<file path="src/rtl/l1_dm_cache_if.sv">
// CPU-side word bus and memory-side line bus of the L1 cache, bundled for one port.
// valid/ready: mem_read/mem_write are held until a one-cycle mem_resp; pmem_read/pmem_write are held until a one-cycle pmem_resp.
interface l1_dm_cache_if;
   logic [31:0]  mem_address;
   logic         mem_read;
   logic         mem_write;
   logic [3:0]   mem_byte_enable;
   logic [31:0]  mem_wdata;
   logic [31:0]  mem_rdata;
   logic         mem_resp;
   logic [31:0]  pmem_address;
   logic         pmem_read;
   logic         pmem_write;
   logic [255:0] pmem_wdata;
   logic [255:0] pmem_rdata;
   logic         pmem_resp;

   // master is the environment (CPU + physical memory), slave is the cache
   modport master (
      output mem_address, mem_read, mem_write, mem_byte_enable, mem_wdata,
      output pmem_rdata, pmem_resp,
      input  mem_rdata, mem_resp, pmem_address, pmem_read, pmem_write, pmem_wdata
   );
   modport slave (
      input  mem_address, mem_read, mem_write, mem_byte_enable, mem_wdata,
      input  pmem_rdata, pmem_resp,
      output mem_rdata, mem_resp, pmem_address, pmem_read, pmem_write, pmem_wdata
   );
endinterface

</file>
<file path="src/rtl/l1_dm_cache.sv">
// Direct-mapped, write-back, write-allocate L1 cache with flop-based tag/data arrays.
// Moves whole 256-bit lines to physical memory; o_state exposes the controller state.
module l1_dm_cache #(
   parameter int  S_INDEX  = 3,
   localparam int S_OFFSET = 5,
   localparam int S_TAG    = 32 - S_OFFSET - S_INDEX
) (
   input  logic                clk,
   input  logic                rst,
   l1_dm_cache_if.slave        io_bus,
   output logic [1:0]          o_state
);
   localparam int N_SETS = 2 ** S_INDEX;

   typedef enum logic [1:0] {
      IDLE      = 2'd0,
      TAG_CHECK = 2'd1,
      WRITEBACK = 2'd2,
      ALLOCATE  = 2'd3
   } state_t;

   state_t              r_state;
   state_t              w_next;

   logic [N_SETS-1:0]   r_valid;
   logic [N_SETS-1:0]   r_dirty;
   logic [S_TAG-1:0]    r_tag  [N_SETS];
   logic [255:0]        r_data [N_SETS];

   logic [31:0]         r_addr;
   logic [31:0]         r_wdata;
   logic [3:0]          r_be;
   logic                r_is_write;

   logic [S_TAG-1:0]    w_tag;
   logic [S_INDEX-1:0]  w_index;
   logic [2:0]          w_word;
   logic [255:0]        w_line;
   logic [255:0]        w_merged;
   logic                w_hit;

   assign w_tag   = r_addr[31:S_OFFSET+S_INDEX];
   assign w_index = r_addr[S_OFFSET+S_INDEX-1:S_OFFSET];
   assign w_word  = r_addr[4:2];
   assign w_line  = r_data[w_index];
   assign w_hit   = r_valid[w_index] && (r_tag[w_index] == w_tag);
   assign o_state = r_state;

   always_comb begin
      w_merged = w_line;
      for (int b = 0; b < 4; b++) begin
         if (r_be[b]) w_merged[w_word*32 + b*8 +: 8] = r_wdata[b*8 +: 8];
      end
   end

   always_ff @(posedge clk) begin
      if (rst) r_state <= IDLE;
      else     r_state <= w_next;
   end

   // The request is captured once in IDLE; later states only use the latched copy
   always_ff @(posedge clk) begin
      if (rst) begin
         r_addr     <= '0;
         r_wdata    <= '0;
         r_be       <= '0;
         r_is_write <= 1'b0;
      end else if (r_state == IDLE && (io_bus.mem_read || io_bus.mem_write)) begin
         r_addr     <= io_bus.mem_address;
         r_wdata    <= io_bus.mem_wdata;
         r_be       <= io_bus.mem_byte_enable;
         r_is_write <= io_bus.mem_write;
      end
   end

   always_ff @(posedge clk) begin
      if (rst) begin
         r_valid <= '0;
         r_dirty <= '0;
      end else if (r_state == TAG_CHECK && w_hit && r_is_write) begin
         r_dirty[w_index] <= 1'b1;
      end else if (r_state == ALLOCATE && io_bus.pmem_resp) begin
         r_valid[w_index] <= 1'b1;
         r_dirty[w_index] <= 1'b0;
      end
   end

   // Tag and data arrays carry no reset; valid bits alone qualify them
   always_ff @(posedge clk) begin
      if (!rst) begin
         if (r_state == ALLOCATE && io_bus.pmem_resp) begin
            r_tag[w_index]  <= w_tag;
            r_data[w_index] <= io_bus.pmem_rdata;
         end else if (r_state == TAG_CHECK && w_hit && r_is_write) begin
            r_data[w_index] <= w_merged;
         end
      end
   end

   always_comb begin
      w_next = r_state;
      case (r_state)
         IDLE:      if (io_bus.mem_read || io_bus.mem_write) w_next = TAG_CHECK;
         TAG_CHECK: begin
            if (w_hit)                                    w_next = IDLE;
            else if (r_valid[w_index] && r_dirty[w_index]) w_next = WRITEBACK;
            else                                          w_next = ALLOCATE;
         end
         WRITEBACK: if (io_bus.pmem_resp) w_next = ALLOCATE;
         ALLOCATE:  if (io_bus.pmem_resp) w_next = TAG_CHECK;
         default:   w_next = IDLE;
      endcase
   end

   always_comb begin
      io_bus.mem_rdata    = '0;
      io_bus.mem_resp     = 1'b0;
      io_bus.pmem_address = '0;
      io_bus.pmem_read    = 1'b0;
      io_bus.pmem_write   = 1'b0;
      io_bus.pmem_wdata   = '0;
      case (r_state)
         TAG_CHECK: begin
            if (w_hit) begin
               io_bus.mem_resp  = 1'b1;
               io_bus.mem_rdata = w_line[w_word*32 +: 32];
            end
         end
         WRITEBACK: begin
            io_bus.pmem_write   = 1'b1;
            io_bus.pmem_address = {r_tag[w_index], w_index, 5'b00000};
            io_bus.pmem_wdata   = w_line;
         end
         ALLOCATE: begin
            io_bus.pmem_read    = 1'b1;
            io_bus.pmem_address = {w_tag, w_index, 5'b00000};
         end
         default: ;
      endcase
   end
endmodule

</file>
<file path="src/flat_wrapper.sv">
// flat-port wrapper written by rule: the top's interface ports become plain ports
module l1_dm_cache_flat 
#(
   parameter int  S_INDEX  = 3,
   localparam int S_OFFSET = 5,
   localparam int S_TAG    = 32 - S_OFFSET - S_INDEX
)
  (clk, rst, o_state, io_bus_mem_address, io_bus_mem_read, io_bus_mem_write, io_bus_mem_byte_enable, io_bus_mem_wdata, io_bus_pmem_rdata, io_bus_pmem_resp, io_bus_mem_rdata, io_bus_mem_resp, io_bus_pmem_address, io_bus_pmem_read, io_bus_pmem_write, io_bus_pmem_wdata);
  l1_dm_cache_if io_bus_i ();
  input  logic clk;
  input  logic rst;
  output logic [1:0] o_state;
  input wire logic [$bits(io_bus_i.mem_address)-1:0] io_bus_mem_address;
  input wire logic [$bits(io_bus_i.mem_read)-1:0] io_bus_mem_read;
  input wire logic [$bits(io_bus_i.mem_write)-1:0] io_bus_mem_write;
  input wire logic [$bits(io_bus_i.mem_byte_enable)-1:0] io_bus_mem_byte_enable;
  input wire logic [$bits(io_bus_i.mem_wdata)-1:0] io_bus_mem_wdata;
  input wire logic [$bits(io_bus_i.pmem_rdata)-1:0] io_bus_pmem_rdata;
  input wire logic [$bits(io_bus_i.pmem_resp)-1:0] io_bus_pmem_resp;
  output wire logic [$bits(io_bus_i.mem_rdata)-1:0] io_bus_mem_rdata;
  output wire logic [$bits(io_bus_i.mem_resp)-1:0] io_bus_mem_resp;
  output wire logic [$bits(io_bus_i.pmem_address)-1:0] io_bus_pmem_address;
  output wire logic [$bits(io_bus_i.pmem_read)-1:0] io_bus_pmem_read;
  output wire logic [$bits(io_bus_i.pmem_write)-1:0] io_bus_pmem_write;
  output wire logic [$bits(io_bus_i.pmem_wdata)-1:0] io_bus_pmem_wdata;
  assign io_bus_i.mem_address = io_bus_mem_address;
  assign io_bus_i.mem_read = io_bus_mem_read;
  assign io_bus_i.mem_write = io_bus_mem_write;
  assign io_bus_i.mem_byte_enable = io_bus_mem_byte_enable;
  assign io_bus_i.mem_wdata = io_bus_mem_wdata;
  assign io_bus_i.pmem_rdata = io_bus_pmem_rdata;
  assign io_bus_i.pmem_resp = io_bus_pmem_resp;
  assign io_bus_mem_rdata = io_bus_i.mem_rdata;
  assign io_bus_mem_resp = io_bus_i.mem_resp;
  assign io_bus_pmem_address = io_bus_i.pmem_address;
  assign io_bus_pmem_read = io_bus_i.pmem_read;
  assign io_bus_pmem_write = io_bus_i.pmem_write;
  assign io_bus_pmem_wdata = io_bus_i.pmem_wdata;
  l1_dm_cache #(.S_INDEX(S_INDEX)) u_core (.clk(clk), .rst(rst), .io_bus(io_bus_i), .o_state(o_state));
endmodule
</file>
<file path="config.mk">
export PLATFORM = sky130hd
export DESIGN_NAME = l1_dm_cache_flat
export DESIGN_NICKNAME = d
export VERILOG_FILES = /design/src/rtl/l1_dm_cache_if.sv /design/src/rtl/l1_dm_cache.sv /design/src/flat_wrapper.sv
export SDC_FILE = /design/constraint.sdc
export NUM_CORES = 2
export LEC_CHECK = 0
export CAP_MARGIN = 20
export CORE_ASPECT_RATIO = 0.9
export CORE_UTILIZATION = 35
export CTS_CLUSTER_SIZE = 20
export DETAILED_ROUTE_END_ITERATION = 16
export PLACE_DENSITY_LB_ADDON = 0.05
export SYNTH_ARGS = -nofsm -noshare
export SYNTH_HDL_FRONTEND = slang
export SYNTH_SLANG_ARGS = --single-unit
</file>
<file path="constraint.sdc">
create_clock -name clk -period 21.6 [get_ports clk]
set_input_delay 5.4 -clock clk [delete_from_list [all_inputs] [get_ports clk]]
set_output_delay 5.4 -clock clk [all_outputs]
set_load 0.02 [all_outputs]
</file>
# Word-level counts from Yosys, hierarchy flattened
# Memories as Yosys holds them, arrays and structs flattened. A register that Yosys moved wholly into a read port is not among the register bits.
# Cells that the tools add are included.
# op_classes
n_addsub	7
magnitude_cmp	2
n_eq_ne	7
shifts	9
muxes	42
bitwise	6
reduce_logical	12
# op_table
cell	n
2-to-1 mux 256 bit	6
bitwise mux 256 bit	4
variable shift 8 x 34 -> 256 bit (first input constant)	4
indexed part select 8 x 34 -> 256 bit	4
indexed part select 256 x 9 -> 32 bit	1
negation 32 -> 34 bit	3
2-to-1 mux 32 bit	2
one-hot mux 32 bit (2 select lines)	1
negation 8 -> 34 bit	1
== test 24 bit	1
adder 8 x 5 -> 9 bit (second input constant)	2
2-to-1 mux 8 bit	2
OR 8 bit	2
2-to-1 mux 1 bit	15
2-to-1 mux 3 bit	4
adder 8 x 4 -> 9 bit (second input constant)	1
bitwise AND 8 bit	1
2-to-1 mux 2 bit	4
inverter 8 bit	1
one-hot mux 2 bit (4 select lines)	1
logical AND 1 bit	7
binary-select mux 1 bit (select 3 bit)	2
!= test 2 bit (second input constant)	3
== test 2 bit (second input constant)	2
other kinds (11)	11
# word_totals
ff_bits	87
ramBits	2240
out_inout_bits	325
wordCells	94
mem_count	2
# memory_table
name	depth	width	read_ports	rd_clocked_by_memory_dff	write_ports	line_no	text
u_core.r_data	8	256	1	1	1	l1_dm_cache.sv:28	logic [255:0] r_data [N_SETS];
u_core.r_tag	8	24	1	1	1	l1_dm_cache.sv:27	logic [S_TAG-1:0] r_tag [N_SETS];

# Logic depth before layout (Yosys ltp)
# depth
word_depth	11
mapped_depth	13
depth_no_buf	8

# Worst setup path after synthesis
# Ideal clock, no wire load.
# synth_timing
path_type	input to register
from	in rst
to	mem u_core.r_data[0][0], enable pin
setup_ps	959
t_arrival_ps	18861
setup_slack_ps	1780
path_stages	9
n_path_buf	2
path_cell_list	clkbuf_1 > nand2b_1 > clkbuf_1 > a21oi_1 > nand2_1 > nand4b_1 > nor4_1 > nand4_1 > a21oi_1
# synth_via
elab_chain_cells	3
# synth_rtl
element	line_no	text
start: declaration	flat_wrapper.sv:11	input logic rst;
2-to-1 mux 1 bit	l1_dm_cache.sv:90	if (!rst) begin
2-to-1 mux 1 bit (on tied branches)	l1_dm_cache.sv:93, l1_dm_cache.sv:95	
OR 1 bit (no source line) *	n/a	
end: declaration	l1_dm_cache.sv:28	
# Mark *: on every way between the ends. The rest lies on a longest branch, timed or not.

==> flow_summary_export.csv <==
group,metric,value,unit
setup_path,r2r_setup_slack,14.52,ns
timing,relSlewSlack,12.4,%
final_layout,drive_gt1_share,20.0,%
global_routing,grt_max_degree,110,
clocking,cts_resized,0,
routing,via_per_inst,5.50,
setup_path,reg2reg_to,"u_core.r_data[4][91]$_DFFE_PP_",
routing,vias,54800,
yosys,yosysTopAreaCell,"edfxtp_1",
clocking,cts.sinks,2328,
timing,finalHoldViolations,0,
yosys,syn_inst,5366,
worst_hold_path,holdPathStages,2,
clocking,clock_path_buffers,4,
clocking,cts-root-buf,"clkbuf_16",
global_routing,grt_pass1_vias,54700,
global_routing,grt_antenna_before_repair,78,
setup_path,reg2reg_depth,12,
yosys,synth_edf_count,2240,
clocking,cts_buffers,269,
die,core-area,0.276,sq mm
die,row_count,183,
setup_path,cp.arrival,6.89,ns
final_layout,area_growth,19.9,%
global_routing,grt_pass1_wl,475000,um
pwr,ir_drop,0.0735,mV
global_routing,grt.overflow.total,0,
setup_path,worstSetupEndpointType,"output port",
routing,drt_iter0_drc,5602,
setup_path,start_kind,"register",
routing,routedWlPerCell,35.3,um
pwr,power_density,106,mW/mm^2
worst_hold_path,hp-class,"register to register",
yosys,synthTopCellsByArea,"edfxtp_1, mux4_2, mux2_1, mux2i_1, dfxtp_1",
timing,final.setup.worst_slack,9.31,ns
timing,slew_viol_final,0,
routing,wirelength,352000,um
routing,drc_errors,0,
timing,rsz0062_at_grt,"no",
yosys,async_reset_ff_share,0,%
yosys,yosys_warnings,0,
clocking,clk_pin_slew,0.06,ns
yosys,synth_area,0.0973,sq mm
place,portBuffers,646,
yosys,yosysMostFrequentCell,"edfxtp_1",
global_routing,gr-usage-all-layers,24.8,%
run,max_cap_viol_count,0,
outcome,outcome,"completed",
clocking,cts_setup_buffers,0,
die,io_pins,654,
final_layout,stdcell_count,9969,
clocking,cts_tree,"done",
clocking,clk-insertion-delay-late,0.85,ns
setup_path,critPathKind,"register to output port",
die,die_y,502,um
place,dpl.cell_count,9502,
yosys,synth_top_area_share,69.1,%
yosys,synthTopCellsByCount,"edfxtp_1, mux4_2, nand2_1, nor2_1, o21ai_0",
timing,clock.fmax,0.0814,GHz
place,preCtsSetupSlack,10.15,ns
timing,worstMarginPinSlew,1.30,ns
final_layout,finish.net_count,6413,
yosys,yosysUniqueCellTypes,55,
timing,layout_min_cycle_time,12.29,ns
final_layout,fillers,24700,
worst_hold_path,hold_path_end,"u_core.r_valid[2]$_SDFFE_PP0P_",
die,start_util,35.2,%
die,fp.dieW,558,um
yosys,syn_area_per_cell,18.1,sq um
place,dp_hpwl,218000,um
yosys,synth_ff_type,"edfxtp_1",
setup_path,critPathMaxFanout,78,
routing,ant_nets,0,
place,place_congestion,0.800,
yosys,ys_seq_area_share,70.9,%
timing,finClkSkew,0.0345,ns
clocking,cts_hold_buf,0,
clocking,htreeDepth,5,
pwr,power.leakage,35.6,nW
routing,first_pass_iters,5,
worst_hold_path,min_from,"u_core.r_valid[2]$_SDFFE_PP0P_",
timing,setup_tns,0,ns
timing,setup_viol,0,
setup_path,critPathRequiredTime,16.20,ns
yosys,ys_ff_latch,2328,
timing,post-route-period-util,56.9,%
die,die_area,0.280,sq mm
final_layout,fin_util,42.2,%
[report_power, final]
group	leakage, nW	total (mW)	switching, mW	internal, mW
sequential	20.9	5.16	0.137	5.02
combinational	10.8	2.87	1.83	1.04
clock	3.96	4.32	1.81	2.50
[registers in the layout, summed over array words and instances (netlist names), named ones only]
name / flops
u_core.r_addr: 30
u_core.o_state: 2
u_core.r_is_write: 1
u_core.r_tag: 192
u_core.r_wdata: 32
u_core.r_valid: 8
u_core.r_be: 4
u_core.r_data: 2048
[final cells by class]
cell class,instances,area (sq um),share of cell area (%)
diodes,11,27.5,0.0236
clock buffers,339,7240,6.20
clock inverters,116,865,0.741
inverters,23,98.8,0.0848
multi-input cells,2617,26600,22.8
flip-flops and latches,2328,69100,59.2
well taps,3700,4630,3.97
repair buffers,835,8090,6.94
[worst max-delay path: stages, from the launching register on]
cell and delay, ns:
dfxtp_4 0.73, buf_12 0.47, buf_4 0.81, buf_4 0.82
mux4_2 0.59, mux2i_1 0.78, nand2_1 0.13, and3_1 0.23
a211oi_1 0.26, a211oi_1 0.18, clkdlybuf4s50_1 0.62
[layer usage]
metal | track usage, % | up-vias | routed length [um]
met5 | 0 | - | 319
met4 | 7.28 | 48 | 10900
met3 | 5.22 | 464 | 25600
met2 | 39.8 | 2061 | 167000
met1 | 33.8 | 29300 | 147000
li1 | - | 22900 | -
[logic make-up (layout without fill, tap and decap cells)]
family          Yosys count  in the layout  share of synthesized area (%)
mux                    1148           1148                           19.7
compound gates          544            544                           3.11
flops                  2328           2328                           70.9
other cells               1             16                        0.00385
buf+inv                 425           1313                           1.97
fa+ha+maj                10             10                          0.129
xor+xnor                 13             13                          0.117
simple gates            897            897                           4.07
[through the flow]
stage | hold slack [ns] | power (mW) | instance area, sq um
after floorplan | 0.429 | 6.73 | 97300
after global placement | 0.445 | 8.17 | 108000
after detailed placement | 0.445 | 8.18 | 108000
after CTS | 0.455 | 12.5 | 117000
after global routing | 0.468 | 12.8 | 117000
final | 0.456 | 12.4 | 117000
[cells in the final DEF (no fill, tap or decap), types with 56 or more instances in the layout]
cell / Yosys / layout
mux2_1: 241 / 241
a211oi_1: 56 / 56
nand3_1: 144 / 144
edfxtp_1: 2240 / 2240
a21oi_1: 162 / 154
clkbuf_16: 0 / 278
clkbuf_1: 252 / 56
dfxtp_1: 88 / 76
clkdlybuf4s50_1: 0 / 645
mux2_2: 80 / 80
mux4_2: 578 / 578
nor2_1: 271 / 259
o21ai_0: 259 / 259
buf_4: 7 / 174
nand2_1: 336 / 336
mux2i_1: 249 / 241
[worst max path at each step]
stage | from | endpoint | slack, ns | cells after the start
2_1_floorplan | rst | u_core.r_data[0][0]$_DFFE_PP_ | 1.78 | 9
3_3_place_gp | register | io_bus_mem_rdata[16] | 10.14 | 10
3_5_place_dp | register | io_bus_mem_rdata[10] | 10.15 | 9
4_1_cts | register | io_bus_mem_rdata[10] | 9.22 | 9
5_1_grt | register | io_bus_mem_rdata[16] | 8.96 | 10
6_report | register | io_bus_mem_rdata[13] | 9.31 | 10
Power figures use the tool's default switching activity.
